## src/rtl/ps2_rx_fifo.sv

```systemverilog
// Synchronous PS/2 keyboard receiver: oversampled, deglitched frame checker, E0/F0 decoder, FWFT event FIFO.
// Optional odd-parity enforcement via `define PS2_PARITY_CHECK_EN.
package ps2_rx_fifo_pkg;
  typedef struct packed {
    logic       ext;
    logic       brk;
    logic [7:0] code;
  } ps2_evt_t;
endpackage

module ps2_rx_fifo
  import ps2_rx_fifo_pkg::*;
#(
  parameter int unsigned FILTER_LEN  = 4,
  parameter int unsigned TIMEOUT_CYC = 50000,
  parameter int unsigned FIFO_DEPTH  = 8
) (
  input  logic                          clk,
  input  logic                          rStarted,
  input  logic                          ps2_clk,
  input  logic                          ps2_data,
  output logic                          out_valid,
  input  logic                          out_ready,
  output logic [7:0]                    out_code,
  output logic                          out_brk,
  output logic                          out_ext,
  output logic [$clog2(FIFO_DEPTH):0]   fifo_count,
  output logic                          busy,
  output logic                          err_frame,
  output logic                          err_parity,
  output logic                          err_timeout,
  output logic                          err_overflow
);
  localparam int unsigned FW = $clog2(FILTER_LEN);
  localparam int unsigned TW = $clog2(TIMEOUT_CYC);
  localparam int unsigned PW = $clog2(FIFO_DEPTH);
  localparam int unsigned CW = PW + 1;

  typedef enum logic [1:0] {S_IDLE, S_DATA, S_PARITY, S_STOP} state_t;

  // Input path: index 0 = PS2C, index 1 = PS2D
  logic [1:0]    s1_q, s2_q, flt_q, flt_d;
  logic [FW-1:0] flt_cnt_q [2];
  logic [FW-1:0] flt_cnt_d [2];
  logic          clk_prev_q;
  logic          fall_c, din_c;

  state_t        state_q, state_d;
  logic [2:0]    bit_cnt_q, bit_cnt_d;
  logic [7:0]    shift_q, shift_d;
  logic [TW-1:0] to_cnt_q, to_cnt_d;
  logic          busy_q, busy_d;
  logic          err_frame_q, err_frame_d;
  logic          err_timeout_q, err_timeout_d;
  logic          byte_done_c;
`ifdef PS2_PARITY_CHECK_EN
  logic          par_q, par_d;
  logic          err_parity_q, err_parity_d;
`endif

  logic          ext_q, ext_d, brk_q, brk_d;
  logic          push_q, push_d;
  ps2_evt_t      push_evt_q, push_evt_d;

  ps2_evt_t      mem_q [FIFO_DEPTH];
  ps2_evt_t      mem_d [FIFO_DEPTH];
  logic [PW-1:0] wr_ptr_q, wr_ptr_d, rd_ptr_q, rd_ptr_d;
  logic [CW-1:0] count_q, count_d;
  logic          valid_q, valid_d;
  ps2_evt_t      head_q, head_d;
  logic          ovf_q, ovf_d;
  logic          pop_c, full_c, wr_en_c;

  // Run-length filter: level flips only after FILTER_LEN consecutive differing samples
  always_comb begin
    flt_d = flt_q;
    for (int i = 0; i < 2; i++) begin
      flt_cnt_d[i] = '0;
      if (s2_q[i] != flt_q[i]) begin
        if (flt_cnt_q[i] == FW'(FILTER_LEN - 1)) flt_d[i] = s2_q[i];
        else flt_cnt_d[i] = flt_cnt_q[i] + FW'(1);
      end
    end
  end

  assign fall_c = clk_prev_q & ~flt_q[0];
  assign din_c  = flt_q[1];

  // Frame FSM and inactivity timeout
  always_comb begin
    state_d       = state_q;
    bit_cnt_d     = bit_cnt_q;
    shift_d       = shift_q;
    to_cnt_d      = to_cnt_q;
    err_frame_d   = 1'b0;
    err_timeout_d = 1'b0;
    byte_done_c   = 1'b0;
`ifdef PS2_PARITY_CHECK_EN
    par_d         = par_q;
    err_parity_d  = 1'b0;
`endif
    if (fall_c) begin
      to_cnt_d = '0;
      case (state_q)
        S_IDLE: if (!din_c) begin
          state_d   = S_DATA;
          bit_cnt_d = '0;
        end
        S_DATA: begin
          shift_d   = {din_c, shift_q[7:1]};
          bit_cnt_d = bit_cnt_q + 3'd1;
          if (bit_cnt_q == 3'd7) state_d = S_PARITY;
        end
        S_PARITY: begin
`ifdef PS2_PARITY_CHECK_EN
          par_d = din_c;
`endif
          state_d = S_STOP;
        end
        S_STOP: begin
          state_d = S_IDLE;
          if (!din_c) err_frame_d = 1'b1;
`ifdef PS2_PARITY_CHECK_EN
          else if (!(^{shift_q, par_q})) err_parity_d = 1'b1;
`endif
          else byte_done_c = 1'b1;
        end
        default: state_d = S_IDLE;
      endcase
    end else if (state_q != S_IDLE) begin
      if (to_cnt_q == TW'(TIMEOUT_CYC - 1)) begin
        state_d       = S_IDLE;
        to_cnt_d      = '0;
        err_timeout_d = 1'b1;
      end else begin
        to_cnt_d = to_cnt_q + TW'(1);
      end
    end else begin
      to_cnt_d = '0;
    end
    busy_d = (state_d != S_IDLE);
  end

  // Prefix decoder: E0/F0 arm flags, any other byte becomes an event
  always_comb begin
    ext_d      = ext_q;
    brk_d      = brk_q;
    push_d     = 1'b0;
    push_evt_d = push_evt_q;
    if (err_timeout_d) begin
      ext_d = 1'b0;
      brk_d = 1'b0;
    end else if (byte_done_c) begin
      if (shift_q == 8'hE0) ext_d = 1'b1;
      else if (shift_q == 8'hF0) brk_d = 1'b1;
      else begin
        push_d     = 1'b1;
        push_evt_d = '{ext: ext_q, brk: brk_q, code: shift_q};
        ext_d      = 1'b0;
        brk_d      = 1'b0;
      end
    end
  end

  // FWFT FIFO; head is re-registered so the read port is flop-driven
  always_comb begin
    pop_c    = valid_q & out_ready;
    full_c   = (count_q == CW'(FIFO_DEPTH));
    wr_en_c  = push_q & (~full_c | pop_c);
    ovf_d    = push_q & full_c & ~pop_c;
    mem_d    = mem_q;
    if (wr_en_c) mem_d[wr_ptr_q] = push_evt_q;
    wr_ptr_d = wr_ptr_q + PW'(wr_en_c);
    rd_ptr_d = rd_ptr_q + PW'(pop_c);
    count_d  = count_q + CW'(wr_en_c) - CW'(pop_c);
    valid_d  = (count_d != '0);
    if (count_d == '0) head_d = '0;
    else if (wr_en_c && (wr_ptr_q == rd_ptr_d)) head_d = push_evt_q;
    else head_d = mem_q[rd_ptr_d];
  end

  always_ff @(posedge clk or negedge rStarted) begin
    if (!rStarted) begin
      s1_q          <= 2'b11;
      s2_q          <= 2'b11;
      flt_q         <= 2'b11;
      flt_cnt_q[0]  <= '0;
      flt_cnt_q[1]  <= '0;
      clk_prev_q    <= 1'b1;
      state_q       <= S_IDLE;
      bit_cnt_q     <= '0;
      shift_q       <= '0;
      to_cnt_q      <= '0;
      busy_q        <= 1'b0;
      err_frame_q   <= 1'b0;
      err_timeout_q <= 1'b0;
`ifdef PS2_PARITY_CHECK_EN
      par_q         <= 1'b0;
      err_parity_q  <= 1'b0;
`endif
      ext_q         <= 1'b0;
      brk_q         <= 1'b0;
      push_q        <= 1'b0;
      push_evt_q    <= '0;
      for (int i = 0; i < int'(FIFO_DEPTH); i++) mem_q[i] <= '0;
      wr_ptr_q      <= '0;
      rd_ptr_q      <= '0;
      count_q       <= '0;
      valid_q       <= 1'b0;
      head_q        <= '0;
      ovf_q         <= 1'b0;
    end else begin
      s1_q          <= {ps2_data, ps2_clk};
      s2_q          <= s1_q;
      flt_q         <= flt_d;
      flt_cnt_q     <= flt_cnt_d;
      clk_prev_q    <= flt_q[0];
      state_q       <= state_d;
      bit_cnt_q     <= bit_cnt_d;
      shift_q       <= shift_d;
      to_cnt_q      <= to_cnt_d;
      busy_q        <= busy_d;
      err_frame_q   <= err_frame_d;
      err_timeout_q <= err_timeout_d;
`ifdef PS2_PARITY_CHECK_EN
      par_q         <= par_d;
      err_parity_q  <= err_parity_d;
`endif
      ext_q         <= ext_d;
      brk_q         <= brk_d;
      push_q        <= push_d;
      push_evt_q    <= push_evt_d;
      mem_q         <= mem_d;
      wr_ptr_q      <= wr_ptr_d;
      rd_ptr_q      <= rd_ptr_d;
      count_q       <= count_d;
      valid_q       <= valid_d;
      head_q        <= head_d;
      ovf_q         <= ovf_d;
    end
  end

  assign out_valid    = valid_q;
  assign out_code     = head_q.code;
  assign out_brk      = head_q.brk;
  assign out_ext      = head_q.ext;
  assign fifo_count   = count_q;
  assign busy         = busy_q;
  assign err_frame    = err_frame_q;
  assign err_timeout  = err_timeout_q;
  assign err_overflow = ovf_q;
`ifdef PS2_PARITY_CHECK_EN
  assign err_parity   = err_parity_q;
`else
  assign err_parity   = 1'b0;
`endif

endmodule

```

## config.mk

```make
export PLATFORM = sky130hd
export DESIGN_NAME = ps2_rx_fifo
export DESIGN_NICKNAME = d
export VERILOG_FILES = /design/src/rtl/ps2_rx_fifo.sv
export SDC_FILE = /design/constraint.sdc
export NUM_CORES = 1
export LEC_CHECK = 0
export BUFFER_PORTS_ARGS = -buffer_cell sky130_fd_sc_hd__buf_4
export CORE_AREA = 2 2 136 138
export DETAILED_ROUTE_END_ITERATION = 12
export DIE_AREA = 0 0 138 140
export SETUP_SLACK_MARGIN = 0.2
export SLEW_MARGIN = 20
export SYNTH_ARGS = -nofsm -noshare
export SYNTH_HDL_FRONTEND = slang
export SYNTH_SLANG_ARGS = --single-unit
```

## constraint.sdc

```tcl
create_clock -name clk -period 3.1 [get_ports clk]
set_input_delay 0.31 -clock clk [delete_from_list [all_inputs] [get_ports clk]]
set_output_delay 0.31 -clock clk [all_outputs]
set_load 0.02 [all_outputs]
```

==> results <==
- The accumulated negative setup slack is 0 ps.
- For this configuration, the core starts out at a cell density of 0.3971.
- The mapped netlist covers 7061 sq um.
- Dividing the final minimum period by the clock period gives 0.8528.
- The first TritonRoute pass finished after 4 iterations.
- The path with the worst hold slack has its endpoint at err_overflow$_DFF_PN0_.
- In this run the critical register-to-register path is launched from fifo_count[2]$_DFF_PN0_.
- The area of the core is 17780 sq um.
- The repair_antennas step left the layout with diodes totalling 0.
- Among all flip-flop cells after synthesis, the most frequent one is sky130_fd_sc_hd__dfrtp_1.
- The proportion of register bits with asynchronous set or reset after synthesis is 1.000.
- The commonest non-fill, non-tap cell in the layout is sky130_fd_sc_hd__dfrtp_1.
- The slowest library cell on the worst path is sky130_fd_sc_hd__fa_1.
- The wire-length estimate of the detail-placed layout is 8657 um.
- The run finished with clean final reports.
- The worst hold path begins at out_ready.
- The via density per instance is 5.200.
- The initial antenna violation count is 0.
- The post-route total power is 5.996 mW.
- The number of hold-slack violations in the final timing report came to 0.
- Max-cap violations in this run came to 0.
- The number of enable flip-flop cells after synthesis is 0.
- The overflow left after global routing is 0.
- The minimum setup slack after placement is 114.3 ps.
- The clock latency on the worst-skew pair is 420 ps.
- The die boundary height is 140 um.
- The type of destination of the critical path is a register.
- Power spread over the standard cell area amounts to 732.9 nW/um^2.
- The headroom to the max-slew limit is 0.5594.
- The count of final setup violators is 0.
- Across all register-to-register paths, the minimum setup slack is 460 ps.
- The detailed-route via count is 4035.
- Setup repair after global routing left no endpoint under its margin.
- The maximum clock rate is 0.3783 GHz.
- The remaining antenna violation count is 0.
- For the worst setup path, the data arrival time is 3000 ps.
- The synthesis-to-finish area growth is 15.88%.
- The floorplan step set the die width to 138 um.
- The static leakage is 3.973 nW.
- The post-detailed-route wirelength per cell is 16.86 um.
- The top cell types in the final layout, fill and taps aside, are 151 x sky130_fd_sc_hd__dfrtp_1, 91 x sky130_fd_sc_hd__mux2_2, 35 x sky130_fd_sc_hd__buf_4, 23 x sky130_fd_sc_hd__nor2_1, 23 x sky130_fd_sc_hd__nand2_1.
- The number of DRC violations after detailed-routing iteration 0 is 249.
- For this run, design rule violations remaining after detail routing come to 0.
- The post-synthesis net count is 527.
- The die covers 19320 sq um.
- The clock buffer count from CTS is 17.
- The mean post-synth cell area is 13.90 sq um.
- The total number of placement rows is 49.
- The data required time of the critical path is 3460 ps.
- For the pin with the worst max-slew slack, the measured transition is 658.7 ps.
- The count of buffers added on input and output ports is 23.
- The final max-slew violation count is 0.
- The capture point of the worst reg-to-reg path is out_code[7]$_DFF_PN0_.
- The total wirelength of the detailed-routed design is 13080 um.
- For the finished layout, the period the worst path requires is 2644 ps.
- Of the cells placed in the final design, the portion with a size suffix greater than 1 is 0.3638.
- The tree built by TritonCTS fans out to 158 sinks.
- The element type at the critical path start is a register.
- After the last flow step, the layout net total stands at 553.
- After technology mapping, the gate count stands at 508.
- The buffers inserted during post-CTS setup optimization is 0.
- The kind of critical path is register to register.
- The number of fill cells is 1588.
- The number of global-route vias before repair was 4252.
- The last weighted congestion value of the routability-driven placer is 0.7788.
- Counting along the longest clock path gives a buffer depth of 2.
- The number of distinct library cells after synthesis is 50.
- Yosys printed 0 warnings.
- In this design, the stage delay of the slowest critical-path cell is 380 ps.
- The number of synthesized register bits is 158.
- The worst-case IR drop observed on VDD is 0.0008379 V.
- The maximum level of the CTS H-tree is 4.
- The top-level port count is 25.
- The worst hold path was traced through 3 stages.
- The largest net degree at the start of global routing is 55.
- Clock-pin slew was measured on the worst setup and hold paths at 60 ps.
- In this run the clock root is driven by a sky130_fd_sc_hd__clkbuf_16.
- Walking the worst path, the cells encountered are inv_1 -> ha_1 -> a21bo_1 -> o21ai_0 -> ha_1 -> inv_1 -> fa_1 -> xnor2_1 -> nor4b_2 -> mux2i_4 -> o211a_1.
- TritonCTS built the clock tree.
- The cell count of the worst reg-to-reg path is 11.
- In the global route stage, overall resource usage came out at 0.1479.
- For this run, the register share of the synthesized area comes to 0.5612.
- The worst path setup slack after routing is 456.4 ps.
- The top fanout value on the critical path is 11.
- The class of the tightest hold or removal check is input pin to register.
- The first global-routing pass estimated 22550 um of wire.
- The setup clock skew after layout is 4.672 ps.
## synthesized netlist by cell type (all sizes together) (5+ instances only)
| cell type | count | share of area |
|---|---|---|
| ha | 13 | 0.023 |
| nor3 | 5 | 0.0051 |
| o211a | 11 | 0.016 |
| mux2i | 12 | 0.017 |
| nand3 | 8 | 0.0064 |
| clkbuf | 10 | 0.0055 |
| mux4 | 20 | 0.064 |
| inv | 12 | 0.0064 |
| xnor2 | 12 | 0.015 |
| nand4 | 7 | 0.0071 |
| dfrtp | 151 | 0.54 |
| o21ai | 20 | 0.014 |
| xor2 | 9 | 0.011 |
| nor2 | 23 | 0.012 |
| mux2 | 91 | 0.15 |
| nand2 | 23 | 0.012 |
| dfstp | 7 | 0.026 |
| buf | 24 | 0.021 |
## worst max-delay path by stage
stage	cells past startpoint	endpoint	from
2_1_floorplan	14	out_code[6]$_DFF_PN0_	fifo_count[2]$_DFF_PN0_
3_3_place_gp	11	out_code[2]$_DFF_PN0_	fifo_count[2]$_DFF_PN0_
3_5_place_dp	11	out_code[7]$_DFF_PN0_	fifo_count[2]$_DFF_PN0_
4_1_cts	11	out_code[7]$_DFF_PN0_	fifo_count[2]$_DFF_PN0_
5_1_grt	11	out_code[7]$_DFF_PN0_	fifo_count[2]$_DFF_PN0_
6_report	11	out_code[7]$_DFF_PN0_	fifo_count[2]$_DFF_PN0_
## timing repair
| item | 4_1_cts | 5_1_grt |
|---|---|---|
| setup endpoints to repair | 10 | 11 |
| endpoints found under the hold margin | 47 | 0 |
| cloned | 0 | 0 |
| pin swaps | 0 | 0 |
| gates resized for setup | 1 | 3 |
| hold buffers | 3 | 0 |
## layer usage
metal	wire, um	global-route usage	vias to the layer above
li1	-	-	1882
met1	6065	0.1995	2077
met4	202	0.05209	0
met5	0	0	-
met2	6343	0.2324	54
met3	473	0.04000	22
## worst max-delay path, delay by kind of cell, from the launching register on
family	cells	cell delay, ps
adder cells (fa/ha/maj)	3	790
multiplexers	1	340
flip-flops	1	340
XOR/XNOR	1	310
buffers and inverters	2	120
AO/OA/AOI/OAI	3	570
AND/OR/NAND/NOR	1	110
## area by class of cell
type	instances	area, sq um	share of cell area
clock buffers	21	480.5	0.05872
clock inverters	11	161.4	0.01973
inverters	12	45.04	0.005505
multi-input cells	304	2902	0.3546
flip-flops and latches	158	3963	0.4843
well taps	229	286.5	0.03502
repair buffers	41	344.1	0.04206
## cells by family after synthesis
family | Yosys count | synth area share
flops | 158 | 0.5612
fa+ha+maj | 14 | 0.02587
simple gates | 98 | 0.07868
mux | 123 | 0.2259
buf+inv | 46 | 0.03314
compound gates | 46 | 0.04537
other cells | 1 | 0.0005311
xor+xnor | 22 | 0.02924
## report_power, final
| part | total (mW) | switching [mW] | internal (mW) |
|---|---|---|---|
| sequential | 2.40 | 0.150 | 2.25 |
| clock | 2.22 | 0.797 | 1.43 |
| combinational | 1.37 | 0.753 | 0.617 |
## through the flow
stage / instance area (sq um) / utilization / instances / hold slack [ps]
after global routing: 8182 / 0.4602 / 776 / 277.6
after CTS: 8160 / 0.4590 / 776 / 249.1
after detailed placement: 7485 / 0.4210 / 741 / 288.7
after floorplan: 7061 / - / 508 / 14.41
final: 8182 / 0.4602 / 776 / 268.9
after global placement: 7485 / 0.4210 / 741 / 279.3
## sequential cells by signal, summed over array words and instances (netlist names), 3 cells and up
register	flops
fifo_count	4
mem_q	80
wr_ptr_q	3
flt_cnt_q	4
rd_ptr_q	3
push_evt_q	10
bit_cnt_q	3
shift_q	8
to_cnt_q	16
out_code	8
Note: power is estimated with default switching activity, not from simulation.
